`src/rtl/muldiv_pkg.sv`:
```
// Shared op encodings, state encoding and default width for the mul/div unit.
// Optional build macro: MULDIV_EARLY_OUT_EN (zero-operand early completion).
package muldiv_pkg;

    localparam int WIDTH_DEF = 32;

    localparam logic [1:0] OP_MULT  = 2'b00;
    localparam logic [1:0] OP_MULTU = 2'b01;
    localparam logic [1:0] OP_DIV   = 2'b10;
    localparam logic [1:0] OP_DIVU  = 2'b11;

    typedef logic [1:0] state_t;

    localparam state_t IDLE = 2'd0;
    localparam state_t CALC = 2'd1;
    localparam state_t FIX  = 2'd2;

endpackage

```
`src/rtl/muldiv_step.sv`:
```
// One iteration of the unsigned core: shift-add multiply or
// restoring shift-subtract divide, selected by is_div.
module muldiv_step
    import muldiv_pkg::*;
#(
    parameter int WIDTH = WIDTH_DEF
) (
    input  logic             is_div,
    input  logic [WIDTH-1:0] acc,
    input  logic [WIDTH-1:0] sh,
    input  logic [WIDTH-1:0] mag,
    output logic [WIDTH-1:0] acc_n,
    output logic [WIDTH-1:0] sh_n
);

    logic [WIDTH:0] sum;
    logic [WIDTH:0] rem2;
    logic [WIDTH:0] diff;
    logic           ge;

    always_comb begin
        sum  = {1'b0, acc} + (sh[0] ? {1'b0, mag} : '0);
        rem2 = {acc, sh[WIDTH-1]};
        diff = rem2 - {1'b0, mag};
        ge   = (rem2 >= {1'b0, mag});
        if (is_div) begin
            // Remainder stays below the divisor, so diff fits in WIDTH bits.
            acc_n = ge ? diff[WIDTH-1:0] : rem2[WIDTH-1:0];
            sh_n  = {sh[WIDTH-2:0], ge};
        end else begin
            acc_n = sum[WIDTH:1];
            sh_n  = {sum[0], sh[WIDTH-1:1]};
        end
    end

endmodule

```
`src/rtl/muldiv_unit.sv`:
```
// Iterative MIPS multiply/divide unit holding the HI/LO registers.
// Build macro MULDIV_EARLY_OUT_EN skips CALC when an operand is zero.
module muldiv_unit
    import muldiv_pkg::*;
#(
    parameter int WIDTH = WIDTH_DEF
) (
    input  logic             clk,
    input  logic             rst,
    input  logic             start,
    input  logic [1:0]       op,
    input  logic [WIDTH-1:0] rs_data,
    input  logic [WIDTH-1:0] rt_data,
    input  logic             hi_we,
    input  logic             lo_we,
    input  logic [WIDTH-1:0] wdata,
    output logic             busy,
    output logic             done,
    output logic [WIDTH-1:0] hi,
    output logic [WIDTH-1:0] lo
);

    localparam int CW = $clog2(WIDTH);

    state_t           state;
    logic [CW-1:0]    cnt;
    logic             is_div_q;
    logic             neg_res;
    logic             neg_rem;
    logic             dz;
    logic [WIDTH-1:0] rs_q;
    logic [WIDTH-1:0] acc;
    logic [WIDTH-1:0] sh;
    logic [WIDTH-1:0] mag;
    logic [WIDTH-1:0] acc_n;
    logic [WIDTH-1:0] sh_n;

    logic             is_div;
    logic             sgn_op;
    logic             rs_neg;
    logic             rt_neg;
    logic [WIDTH-1:0] rs_mag;
    logic [WIDTH-1:0] rt_mag;

    logic [2*WIDTH-1:0] prod;
    logic [WIDTH-1:0]   quo;
    logic [WIDTH-1:0]   rem;
    logic [WIDTH-1:0]   res_hi;
    logic [WIDTH-1:0]   res_lo;

    assign busy = (state != IDLE);

    always_comb begin
        is_div = op[1];
        sgn_op = ~op[0];
        rs_neg = sgn_op & rs_data[WIDTH-1];
        rt_neg = sgn_op & rt_data[WIDTH-1];
        rs_mag = rs_neg ? -rs_data : rs_data;
        rt_mag = rt_neg ? -rt_data : rt_data;
    end

    muldiv_step #(
        .WIDTH (WIDTH)
    ) u_step (
        .is_div (is_div_q),
        .acc    (acc),
        .sh     (sh),
        .mag    (mag),
        .acc_n  (acc_n),
        .sh_n   (sh_n)
    );

    // MIN_INT / -1 needs no special case: the magnitude quotient
    // 0x80..0 negates back onto itself and the remainder is zero.
    always_comb begin
        prod = {acc, sh};
        if (neg_res)
            prod = -prod;
        quo = neg_res ? -sh : sh;
        rem = neg_rem ? -acc : acc;
        res_hi = prod[2*WIDTH-1:WIDTH];
        res_lo = prod[WIDTH-1:0];
        unique case (1'b1)
            dz: begin
                res_hi = rs_q;
                res_lo = '1;
            end
            (is_div_q & ~dz): begin
                res_hi = rem;
                res_lo = quo;
            end
            default: ;
        endcase
    end

    always_ff @(posedge clk) begin
        if (!rst) begin
            state    <= IDLE;
            cnt      <= '0;
            done     <= 1'b0;
            hi       <= '0;
            lo       <= '0;
            is_div_q <= 1'b0;
            neg_res  <= 1'b0;
            neg_rem  <= 1'b0;
            dz       <= 1'b0;
            rs_q     <= '0;
            acc      <= '0;
            sh       <= '0;
            mag      <= '0;
        end else begin
            done <= 1'b0;
            case (state)
                IDLE: begin
                    if (hi_we)
                        hi <= wdata;
                    if (lo_we)
                        lo <= wdata;
                    if (start) begin
                        is_div_q <= is_div;
                        neg_res  <= rs_neg ^ rt_neg;
                        neg_rem  <= rs_neg;
                        dz       <= is_div & (rt_data == '0);
                        rs_q     <= rs_data;
                        acc      <= '0;
                        sh       <= is_div ? rs_mag : rt_mag;
                        mag      <= is_div ? rt_mag : rs_mag;
                        cnt      <= '0;
`ifdef MULDIV_EARLY_OUT_EN
                        if (rs_data == '0 || rt_data == '0) begin
                            sh    <= '0;
                            state <= FIX;
                        end else begin
                            state <= CALC;
                        end
`else
                        state <= CALC;
`endif
                    end
                end
                CALC: begin
                    acc <= acc_n;
                    sh  <= sh_n;
                    if (cnt == CW'(WIDTH - 1)) begin
                        cnt   <= '0;
                        state <= FIX;
                    end else begin
                        cnt <= cnt + 1'b1;
                    end
                end
                FIX: begin
                    hi    <= res_hi;
                    lo    <= res_lo;
                    done  <= 1'b1;
                    state <= IDLE;
                end
                default: state <= IDLE;
            endcase
        end
    end

endmodule

```
`config.mk`:
```
export PLATFORM = sky130hd
export DESIGN_NAME = muldiv_unit
export DESIGN_NICKNAME = d
export VERILOG_FILES = /design/src/rtl/muldiv_pkg.sv /design/src/rtl/muldiv_step.sv /design/src/rtl/muldiv_unit.sv
export SDC_FILE = /design/constraint.sdc
export NUM_CORES = 1
export LEC_CHECK = 0
export CAP_MARGIN = 0
export CORE_MARGIN = 10
export CORE_UTILIZATION = 63
export CTS_CLUSTER_SIZE = 30
export DETAILED_ROUTE_END_ITERATION = 10
export PLACE_DENSITY = 0.88
export SYNTH_ARGS = -nofsm -noshare
export SYNTH_HDL_FRONTEND = slang
export SYNTH_SLANG_ARGS = --single-unit
```
`constraint.sdc`:
```
create_clock -name clk -period 6.5 [get_ports clk]
set_input_delay 1.3 -clock clk [delete_from_list [all_inputs] [get_ports clk]]
set_output_delay 1.3 -clock clk [all_outputs]
set_load 0.005 [all_outputs]
```
==> metrics.txt, run 1 <==
# TYPE chip_impl_metric gauge
chip_impl_metric{name="fin_crit_sh",unit="%"} 68.86
chip_impl_metric{name="drt-vias-per-instance",unit=""} 6.896
chip_impl_metric{name="dp_cells",unit=""} 2482
chip_impl_metric{name="die-area",unit="µm²"} 31650
chip_impl_metric{name="power.sequential.fraction",unit="%"} 34.6
chip_impl_metric{name="antenna_cells_inserted",unit=""} 0
chip_impl_metric{name="drv_cap",unit=""} 0
chip_impl_metric{name="detail_route.first_pass.iterations",unit=""} 6
chip_impl_info{name="synth_top_family_by_area",value="compound AO/OA/AOI/OAI gates"} 1
chip_impl_metric{name="drc",unit=""} 0
chip_impl_metric{name="syn-mean-instance-area",unit="µm²"} 7.395
chip_impl_metric{name="grt_overflow_total",unit=""} 0
chip_impl_metric{name="ys.warnings.count",unit=""} 0
chip_impl_info{name="worst_hold_path_type",value="reg -> reg"} 1
chip_impl_metric{name="synth_enable_flop_cells",unit=""} 0
chip_impl_metric{name="timing.final.max_slew_violations",unit=""} 0
chip_impl_metric{name="regArea",unit="µm²"} 4089
chip_impl_metric{name="synth.mux.area_fraction",unit="%"} 3.887
chip_impl_metric{name="final_layout_size_suffix_gt1_share",unit="%"} 5.268
chip_impl_metric{name="cts_buffer_depth",unit=""} 3
chip_impl_metric{name="globalplace.congestion",unit=""} 1.089
chip_impl_metric{name="grt_pass1_wl",unit="mm"} 95.21
chip_impl_metric{name="synth_cell_type_count",unit=""} 81
chip_impl_metric{name="route.antenna.remaining_nets",unit=""} 0
chip_impl_metric{name="synthesis.instances",unit=""} 2124
chip_impl_metric{name="synth-compound-area-share",unit="%"} 30.32
chip_impl_metric{name="multi_input_comb_area",unit="µm²"} 10770
chip_impl_metric{name="finish.cell_count_without_fillers",unit=""} 2526
chip_impl_metric{name="ys_async_sr_fraction",unit="%"} 0
chip_impl_metric{name="clock_insertion_delay_worst_skew",unit="ps"} 540
chip_impl_metric{name="syn_nets",unit=""} 2299
chip_impl_metric{name="die_w",unit="µm"} 177.9
chip_impl_info{name="worst_setup_path_endpoint",value="acc[27]"} 1
chip_impl_metric{name="avgRoutedWirePerCell",unit="µm"} 24.95
chip_impl_metric{name="cts_post_setup_buffers_inserted",unit=""} 0
chip_impl_metric{name="grt_start_max_net_pins",unit=""} 93
chip_impl_metric{name="synth-xor-area-share",unit="%"} 9.535
chip_impl_metric{name="post_synth_adder_cell_area",unit="%"} 5.831
chip_impl_metric{name="placeableCoreArea",unit="µm²"} 24460
chip_impl_metric{name="ys_seq_area_share",unit="%"} 26.00
chip_impl_info{name="clockRootBuffer",value="sky130_fd_sc_hd__clkbuf_16"} 1
chip_impl_metric{name="setup_viol_count_final",unit=""} 0
chip_impl_metric{name="slew_headroom",unit="%"} 23.45
chip_impl_metric{name="cts-htree-levels",unit=""} 1
chip_impl_metric{name="regToRegSetupSlack",unit="ps"} 2020
chip_impl_info{name="reg2reg_to",value="acc[27]"} 1
chip_impl_metric{name="synth_simple_gate_area_share",unit="%"} 18.78
chip_impl_info{name="run_status",value="finished clean"} 1
chip_impl_info{name="rsz0062_at_grt",value="false"} 1
chip_impl_metric{name="antenna_found_initial",unit=""} 1
chip_impl_metric{name="initial_utilization",unit="%"} 64.21
chip_impl_metric{name="io_pins",unit=""} 169
chip_impl_metric{name="fmax",unit="MHz"} 223.4
chip_impl_metric{name="placed_wire_length_estimate",unit="mm"} 47.11
chip_impl_metric{name="dr.first_iter.drc_count",unit=""} 2787
chip_impl_metric{name="final_core_util",unit="%"} 74.82
chip_impl_metric{name="crit_required",unit="ps"} 6930
chip_impl_metric{name="post_cts.resized_instances",unit=""} 0
chip_impl_metric{name="sw_frac_of_total",unit="%"} 34.46
chip_impl_metric{name="nets",unit=""} 2359
chip_impl_info{name="setup.worst_path.end_class",value="flop"} 1
chip_impl_metric{name="pwr_density_cell",unit="nW/µm²"} 228.0
chip_impl_metric{name="netsw",unit="µW"} 1438
chip_impl_metric{name="cts_sinks",unit=""} 204
chip_impl_metric{name="synthesis.area",unit="µm²"} 15710
chip_impl_metric{name="timing.final.hold_violations",unit=""} 0
chip_impl_metric{name="setup-tns-final",unit="ps"} 0
chip_impl_metric{name="grt_pass1_vias",unit=""} 16330
chip_impl_metric{name="ys_seq_elements",unit=""} 204
chip_impl_info{name="ys.flop_type",value="sky130_fd_sc_hd__dfxtp_1"} 1
chip_impl_metric{name="p_clk_share",unit="%"} 36.6
chip_impl_info{name="critPathLaunch",value="sh[0]"} 1
chip_impl_info{name="tritoncts_clock_tree",value="yes"} 1
chip_impl_metric{name="clk_transition_reported_paths",unit="ps"} 70
chip_impl_metric{name="max-vdd-ir-drop",unit="mV"} 0.2133
chip_impl_metric{name="cts.hold.buffers_added",unit=""} 0
chip_impl_metric{name="r2r.worst_path.cells",unit=""} 14
chip_impl_metric{name="core.rowCount",unit=""} 57
chip_impl_metric{name="min_period",unit="ps"} 4476
chip_impl_metric{name="crit_arrival",unit="ps"} 4900
chip_impl_metric{name="fillCellCount",unit=""} 1917
chip_impl_metric{name="leakagePower",unit="µW"} 0.007038
chip_impl_metric{name="port_buffers",unit=""} 168
chip_impl_info{name="startpoint_types",value="flop"} 1
chip_impl_metric{name="comb_power_share",unit="%"} 28.7
chip_impl_metric{name="cts_inserted_buffers",unit=""} 24
chip_impl_metric{name="area_growth",unit="%"} 16.52
chip_impl_info{name="worst-setup-path-type",value="reg -> reg"} 1
chip_impl_info{name="most_common_cell_after_layout_fill_and_taps_aside",value="sky130_fd_sc_hd__a21oi_1"} 1
chip_impl_metric{name="gr-usage-all-layers",unit="%"} 38.21
chip_impl_metric{name="die_height",unit="µm"} 177.9
chip_impl_metric{name="num_vias",unit=""} 17420
chip_impl_metric{name="worst-path-max-fanout",unit=""} 30
chip_impl_info{name="timing.rr.start",value="sh[0]"} 1
chip_impl_metric{name="worst_pin_slew",unit="ps"} 1144
chip_impl_metric{name="post_route_clock_skew",unit="ps"} 16.50
chip_impl_metric{name="routed_wl",unit="mm"} 63.02
chip_impl_info{name="layout.cells.most_common_list",value="sky130_fd_sc_hd__a21oi_1, sky130_fd_sc_hd__nand2_1, sky130_fd_sc_hd__nor2_1"} 1
chip_impl_metric{name="internal_power",unit="µW"} 2735
-- Yosys cell counts, types with 4 or more instances --
| cell type | instances | area share [%] |
|---|---|---|
| sky130_fd_sc_hd__o21a_1 | 15 | 0.72 |
| sky130_fd_sc_hd__o31ai_1 | 24 | 1.1 |
| sky130_fd_sc_hd__a21o_1 | 33 | 1.6 |
| sky130_fd_sc_hd__a31oi_1 | 15 | 0.60 |
| sky130_fd_sc_hd__or2_2 | 4 | 0.16 |
| sky130_fd_sc_hd__a211oi_1 | 88 | 4.2 |
| sky130_fd_sc_hd__o221ai_1 | 39 | 2.2 |
| sky130_fd_sc_hd__nand4_1 | 15 | 0.60 |
| sky130_fd_sc_hd__or4_1 | 5 | 0.24 |
| sky130_fd_sc_hd__nor4_1 | 16 | 0.64 |
| sky130_fd_sc_hd__buf_2 | 8 | 0.25 |
| sky130_fd_sc_hd__or3_1 | 14 | 0.56 |
| sky130_fd_sc_hd__nand2b_1 | 19 | 0.76 |
| sky130_fd_sc_hd__a22oi_1 | 11 | 0.53 |
| sky130_fd_sc_hd__nor2_1 | 209 | 5.0 |
| sky130_fd_sc_hd__ha_1 | 70 | 5.6 |
| sky130_fd_sc_hd__o21bai_1 | 12 | 0.57 |
| sky130_fd_sc_hd__clkbuf_1 | 136 | 3.2 |
| sky130_fd_sc_hd__o41ai_1 | 11 | 0.61 |
| sky130_fd_sc_hd__a21oi_1 | 271 | 8.6 |
| sky130_fd_sc_hd__o211ai_1 | 43 | 2.1 |
| sky130_fd_sc_hd__mux2i_1 | 52 | 3.3 |
| sky130_fd_sc_hd__buf_1 | 12 | 0.29 |
| sky130_fd_sc_hd__dfxtp_1 | 204 | 26 |
| sky130_fd_sc_hd__xor2_1 | 68 | 3.8 |
| sky130_fd_sc_hd__nand3b_1 | 4 | 0.19 |
| sky130_fd_sc_hd__or4_4 | 4 | 0.29 |
| sky130_fd_sc_hd__o211a_1 | 7 | 0.45 |
| sky130_fd_sc_hd__nand3_1 | 26 | 0.83 |
| sky130_fd_sc_hd__and3_1 | 11 | 0.44 |
| sky130_fd_sc_hd__o31a_1 | 4 | 0.22 |
| sky130_fd_sc_hd__a22o_1 | 7 | 0.39 |
| sky130_fd_sc_hd__xnor2_1 | 103 | 5.7 |
| sky130_fd_sc_hd__nor2b_1 | 15 | 0.60 |
| sky130_fd_sc_hd__inv_1 | 68 | 1.6 |
| sky130_fd_sc_hd__nand2_1 | 246 | 5.9 |
| sky130_fd_sc_hd__nor3_1 | 42 | 1.3 |
| sky130_fd_sc_hd__a221oi_1 | 4 | 0.22 |
| sky130_fd_sc_hd__mux2_2 | 8 | 0.57 |
| sky130_fd_sc_hd__o21ai_0 | 108 | 3.4 |
| sky130_fd_sc_hd__o22ai_1 | 8 | 0.32 |
| sky130_fd_sc_hd__and2_1 | 4 | 0.16 |
-- routing by layer --
metal  global-route usage, %  routed length, µm
met5                       0                  0
met4                   16.64               3247
met3                   11.41               8600
met2                   56.92              26650
met1                   50.06              24510
-- critical path: stages (launching register included) --
cell                      delay, ps
sky130_fd_sc_hd__dfxtp_1        620
sky130_fd_sc_hd__inv_1          130
sky130_fd_sc_hd__buf_4          270
sky130_fd_sc_hd__nor2_1         150
sky130_fd_sc_hd__ha_1           280
sky130_fd_sc_hd__nor2b_1        170
sky130_fd_sc_hd__o311a_1        350
sky130_fd_sc_hd__o31ai_1        450
sky130_fd_sc_hd__o21ai_1        220
sky130_fd_sc_hd__a31oi_1        570
sky130_fd_sc_hd__o31a_1         290
sky130_fd_sc_hd__o21a_1         230
sky130_fd_sc_hd__o21ai_0        130
sky130_fd_sc_hd__xor2_1         160
sky130_fd_sc_hd__a221o_1        320
-- sequential cells by signal (all words and copies together) (netlist names) --
name and cells:
acc 32, cnt 5, done 1, dz 1, hi 32, is_div_q 1
lo 32, mag 32, neg_rem 1, neg_res 1, rs_q 32, sh 32
state 2
-- metrics by stage --
step / cell area, µm² / setup slack (ps) / hold slack [ps] / power [µW]
after detailed placement: 17400 / 2018 / 442.3 / 2608
after CTS: 18300 / 2198 / 452.3 / 4108
after floorplan: 15710 / 2847 / 414.7 / 2171
after global placement: 17400 / 2077 / 427.7 / 2585
final: 18300 / 2024 / 453.7 / 4173
after global routing: 18300 / 1918 / 470.1 / 4293
-- logic make-up after synthesis --
logic type / after synthesis
compound gates: 740
simple gates: 648
mux: 60
xor+xnor: 171
buf+inv: 229
flops: 204
fa+ha+maj: 72
-- worst min path at each step --
stage               depth (start not counted)    start  endpoint
floorplan                                   1   cnt[3]    cnt[3]
global placement                            1   cnt[3]    cnt[3]
detailed placement                          1   cnt[3]    cnt[3]
CTS                                         2   lo[18]    lo[18]
global route                                2  rs_q[6]   rs_q[6]
finish                                      2   lo[18]    lo[18]
-- power by group through the flow --
stage | Combinational (µW) | Clock (µW) | Sequential, µW
final | 1200 | 1530 | 1450
after global placement | 1130 | 0 | 1460
after detailed placement | 1140 | 0 | 1460
after global routing | 1280 | 1560 | 1450
after floorplan | 758 | 0 | 1410
after CTS | 1160 | 1510 | 1440
-- final cells by class --
class                           instances  share of cell area [%]
Multi-Input combinational cell       1691                   58.86
Sequential cell                       204                   22.34
Timing Repair Buffer                  194                   10.23
Clock buffer                           34                   3.979
Tap cell                              324                   2.215
Inverter                               69                   1.429
Clock inverter                         10                  0.9502
Note: power is estimated with default switching activity, not from simulation.
==> inputs of run 2 (changes only) <==
--- a/config.mk
+++ b/config.mk
@@ -7,10 +7,10 @@
 export LEC_CHECK = 0
 export CAP_MARGIN = 0
 export CORE_MARGIN = 10
-export CORE_UTILIZATION = 63
+export CORE_UTILIZATION = 53
 export CTS_CLUSTER_SIZE = 30
 export DETAILED_ROUTE_END_ITERATION = 10
-export PLACE_DENSITY = 0.88
+export PLACE_DENSITY = 0.79
 export SYNTH_ARGS = -nofsm -noshare
 export SYNTH_HDL_FRONTEND = slang
 export SYNTH_SLANG_ARGS = --single-unit
==> constraint.sdc (replaced) <==
create_clock -name clk -period 3.7 [get_ports clk]
set_input_delay 0.74 -clock clk [delete_from_list [all_inputs] [get_ports clk]]
set_output_delay 0.74 -clock clk [all_outputs]
set_load 0.005 [all_outputs]
==> run 2 against run 1 <==
Effect of this change: register-to-register slack worse by 1800 ps; highest routed layer is now met5; first-iteration DRC count decreased by 16%; clock skew about the same; worst setup slack worse by 1800 ps; via count is 0.73% higher; sequential share of layout area down 1.1 points; sequential power up 74%; sequential cell count did not move; cell count rose by 6.7%; maximum frequency increased by 27%; die area is 17% higher; critical path depth increased by 2; critical endpoint is now acc[30].
==> metrics.txt, run 2 (same netlist as run 1, synthesis figures left out) <==
# TYPE chip_impl_metric gauge
chip_impl_metric{name="gr-usage-all-layers",unit="%"} 34.07
chip_impl_metric{name="route.antenna.remaining_nets",unit=""} 0
chip_impl_metric{name="timing.final.max_slew_violations",unit=""} 0
chip_impl_metric{name="worst-path-max-fanout",unit=""} 3
chip_impl_metric{name="slew_headroom",unit="%"} 31.95
chip_impl_metric{name="min_period",unit="ps"} 3523
chip_impl_info{name="clockRootBuffer",value="sky130_fd_sc_hd__clkbuf_16"} 1
chip_impl_metric{name="placeableCoreArea",unit="µm²"} 28940
chip_impl_info{name="worst-setup-path-type",value="reg -> reg"} 1
chip_impl_info{name="dr.max_layer_used",value="met5"} 1
chip_impl_metric{name="grt_pass1_vias",unit=""} 16040
chip_impl_info{name="run_status",value="finished clean"} 1
chip_impl_metric{name="met2RoutedLength",unit="mm"} 28.06
chip_impl_info{name="timing.hold.worst_endpoint",value="mag[12]"} 1
chip_impl_metric{name="core.rowCount",unit=""} 62
chip_impl_metric{name="dp_cells",unit=""} 2648
chip_impl_metric{name="timing.hold.worst_path_depth",unit=""} 2
chip_impl_metric{name="grt_overflow_total",unit=""} 0
chip_impl_metric{name="r2r.worst_path.cells",unit=""} 16
chip_impl_info{name="layout.cells.most_common_list",value="sky130_fd_sc_hd__a21oi_1, sky130_fd_sc_hd__nand2_1, sky130_fd_sc_hd__nor2_1"} 1
chip_impl_metric{name="antenna_found_initial",unit=""} 2
chip_impl_info{name="rsz0062_at_grt",value="false"} 1
chip_impl_metric{name="leakagePower",unit="µW"} 0.007596
chip_impl_metric{name="cts_sinks",unit=""} 204
chip_impl_metric{name="finish.cell_count_without_fillers",unit=""} 2694
chip_impl_info{name="timing.rr.start",value="sh[31]"} 1
chip_impl_info{name="reg2reg_to",value="acc[30]"} 1
chip_impl_metric{name="die-area",unit="µm²"} 36920
chip_impl_metric{name="crit_required",unit="ps"} 4130
chip_impl_metric{name="grt_start_max_net_pins",unit=""} 130
chip_impl_info{name="most_common_cell_after_layout_fill_and_taps_aside",value="sky130_fd_sc_hd__a21oi_1"} 1
chip_impl_metric{name="die_w",unit="µm"} 192.2
chip_impl_metric{name="drt-vias-per-instance",unit=""} 6.513
chip_impl_metric{name="globalplace.congestion",unit=""} 1.042
chip_impl_metric{name="max-vdd-ir-drop",unit="mV"} 0.3080
chip_impl_metric{name="antenna_cells_inserted",unit=""} 0
chip_impl_metric{name="routed_wl",unit="mm"} 65.51
chip_impl_metric{name="cts-htree-levels",unit=""} 1
chip_impl_metric{name="wl_met1",unit="mm"} 26.11
chip_impl_metric{name="pwr_density_cell",unit="nW/µm²"} 387.5
chip_impl_metric{name="post-layout-total-power",unit="µW"} 7458
chip_impl_metric{name="clk_transition_reported_paths",unit="ps"} 60
chip_impl_metric{name="port_buffers",unit=""} 168
chip_impl_info{name="slowest_cell_on_the_critical_path",value="sky130_fd_sc_hd__fa_1"} 1
chip_impl_metric{name="routed-wl-met3",unit="mm"} 7.701
chip_impl_info{name="startpoint_types",value="flop"} 1
chip_impl_metric{name="final_layout_size_suffix_gt1_share",unit="%"} 9.697
chip_impl_metric{name="setup-tns-final",unit="ps"} 0
chip_impl_info{name="setup.worst_path.end_class",value="flop"} 1
chip_impl_metric{name="multi_input_comb_area",unit="µm²"} 10780
chip_impl_metric{name="drc",unit=""} 0
chip_impl_metric{name="detail_route.first_pass.iterations",unit=""} 6
chip_impl_metric{name="worst_pin_slew",unit="ps"} 1021
chip_impl_metric{name="avgRoutedWirePerCell",unit="µm"} 24.32
chip_impl_metric{name="cts_inserted_buffers",unit=""} 25
chip_impl_metric{name="cts_post_setup_buffers_inserted",unit=""} 0
chip_impl_metric{name="nets",unit=""} 2466
chip_impl_metric{name="drv_cap",unit=""} 0
chip_impl_metric{name="regToRegSetupSlack",unit="ps"} 180
chip_impl_metric{name="regArea",unit="µm²"} 4090
chip_impl_metric{name="clock_insertion_delay_worst_skew",unit="ps"} 550
chip_impl_metric{name="dr.first_iter.drc_count",unit=""} 2346
chip_impl_metric{name="post_route_clock_skew",unit="ps"} 16.13
chip_impl_metric{name="setup_viol_count_final",unit=""} 0
chip_impl_info{name="timing.critical_path.cells",value="inv_1 > ha_1 > inv_1 > fa_1 > a21oi_1 > o21ai_0 > o21ai_0 > buf_4 > o22ai_1 > o41ai_2 > buf_4 > o311ai_1 > a41o_1 > a211oi_1 > o211ai_1 > a32o_1"} 1
chip_impl_metric{name="area_growth",unit="%"} 22.53
chip_impl_info{name="tritoncts_clock_tree",value="yes"} 1
chip_impl_info{name="worstHoldStart",value="mag[12]"} 1
chip_impl_metric{name="finish.instance_area",unit="µm²"} 19250
chip_impl_metric{name="fin_crit_sh",unit="%"} 95.20
chip_impl_info{name="worst_hold_path_type",value="reg -> reg"} 1
chip_impl_metric{name="timing.final.hold_violations",unit=""} 0
chip_impl_metric{name="final_core_util",unit="%"} 66.51
chip_impl_metric{name="grt_pass1_wl",unit="mm"} 97.81
chip_impl_metric{name="cts_buffer_depth",unit=""} 3
chip_impl_metric{name="crit_arrival",unit="ps"} 3950
chip_impl_metric{name="die_height",unit="µm"} 192.2
chip_impl_metric{name="io_pins",unit=""} 169
chip_impl_metric{name="placed_wire_length_estimate",unit="mm"} 50.46
chip_impl_metric{name="postPlaceCellArea",unit="µm²"} 18360
chip_impl_metric{name="timing.critical_path.slowest_cell_delay",unit="ps"} 400
chip_impl_metric{name="fillCellCount",unit=""} 2492
chip_impl_metric{name="num_vias",unit=""} 17550
chip_impl_metric{name="fmax",unit="MHz"} 283.9
chip_impl_metric{name="initial_utilization",unit="%"} 54.29
[run 2: cell types whose count changed in the layout (fill, tap and decap cells not counted), moves of 3 or more]
cell                       before  now
sky130_fd_sc_hd__buf_4         26  125
sky130_fd_sc_hd__clkbuf_8       9    2
sky130_fd_sc_hd__buf_12         0    7
sky130_fd_sc_hd__clkinv_2       1    4
sky130_fd_sc_hd__inv_6          0    3
[run 2: stage by stage]
stage / hold WS [ps] / setup WS [ps]
4_1_cts: 451.5 / 218.0
3_3_place_gp: 432.2 / 66.23
3_5_place_dp: 441.0 / 46.39
5_1_grt: 475.0 / 3.503
2_1_floorplan: 414.7 / 431.1
6_report: 452.5 / 177.5
[run 2: layer usage]
metal | up-vias | global-route usage, %
met5 | - | 0
met4 | 4 | 15.53
met3 | 171 | 6.728
met2 | 1092 | 51.51
met1 | 8246 | 45.82
li1 | 8034 | -
[run 2: worst max path at each step]
stage | start | to | slack, ps | cells past startpoint
after global routing | sh[0] | acc[27] | 4 | 14
final | sh[31] | acc[30] | 180 | 16
after CTS | sh[0] | acc[27] | 220 | 14
after detailed placement | rt_data[4] | sh[23] | 50 | 11
after global placement | rt_data[4] | sh[23] | 70 | 11
after floorplan | sh[0] | acc[30] | 430 | 16
[run 2: timing repair]
item | CTS | global route
hold buffers | 0 | 0
resized for setup | 0 | 2
endpoints found under the setup margin | 0 | 2
[run 2: cell type report]
cell class / instances / share of cell area [%]
Sequential cell: 204 / 21.25
Timing Repair Buffer: 300 / 14.32
Tap cell: 384 / 2.496
Clock inverter: 17 / 1.118
Multi-Input combinational cell: 1691 / 56.03
Inverter: 69 / 1.359
Clock buffer: 29 / 3.433
[run 2: where the power goes]
part	total, µW	internal, µW	leakage, µW	switching [µW]
Clock	2660	1570	0.000423	1080
Combinational	2280	915	0.00550	1370
Sequential	2520	2350	0.00168	172
[run 2: critical path: cells and delay by family (launching register included)]
kind | cells | cell delay, ps
AOI/OAI and AO/OA | 10 | 2020
adders and majority gates | 2 | 590
buffers and inverters | 4 | 480
DFF | 1 | 320
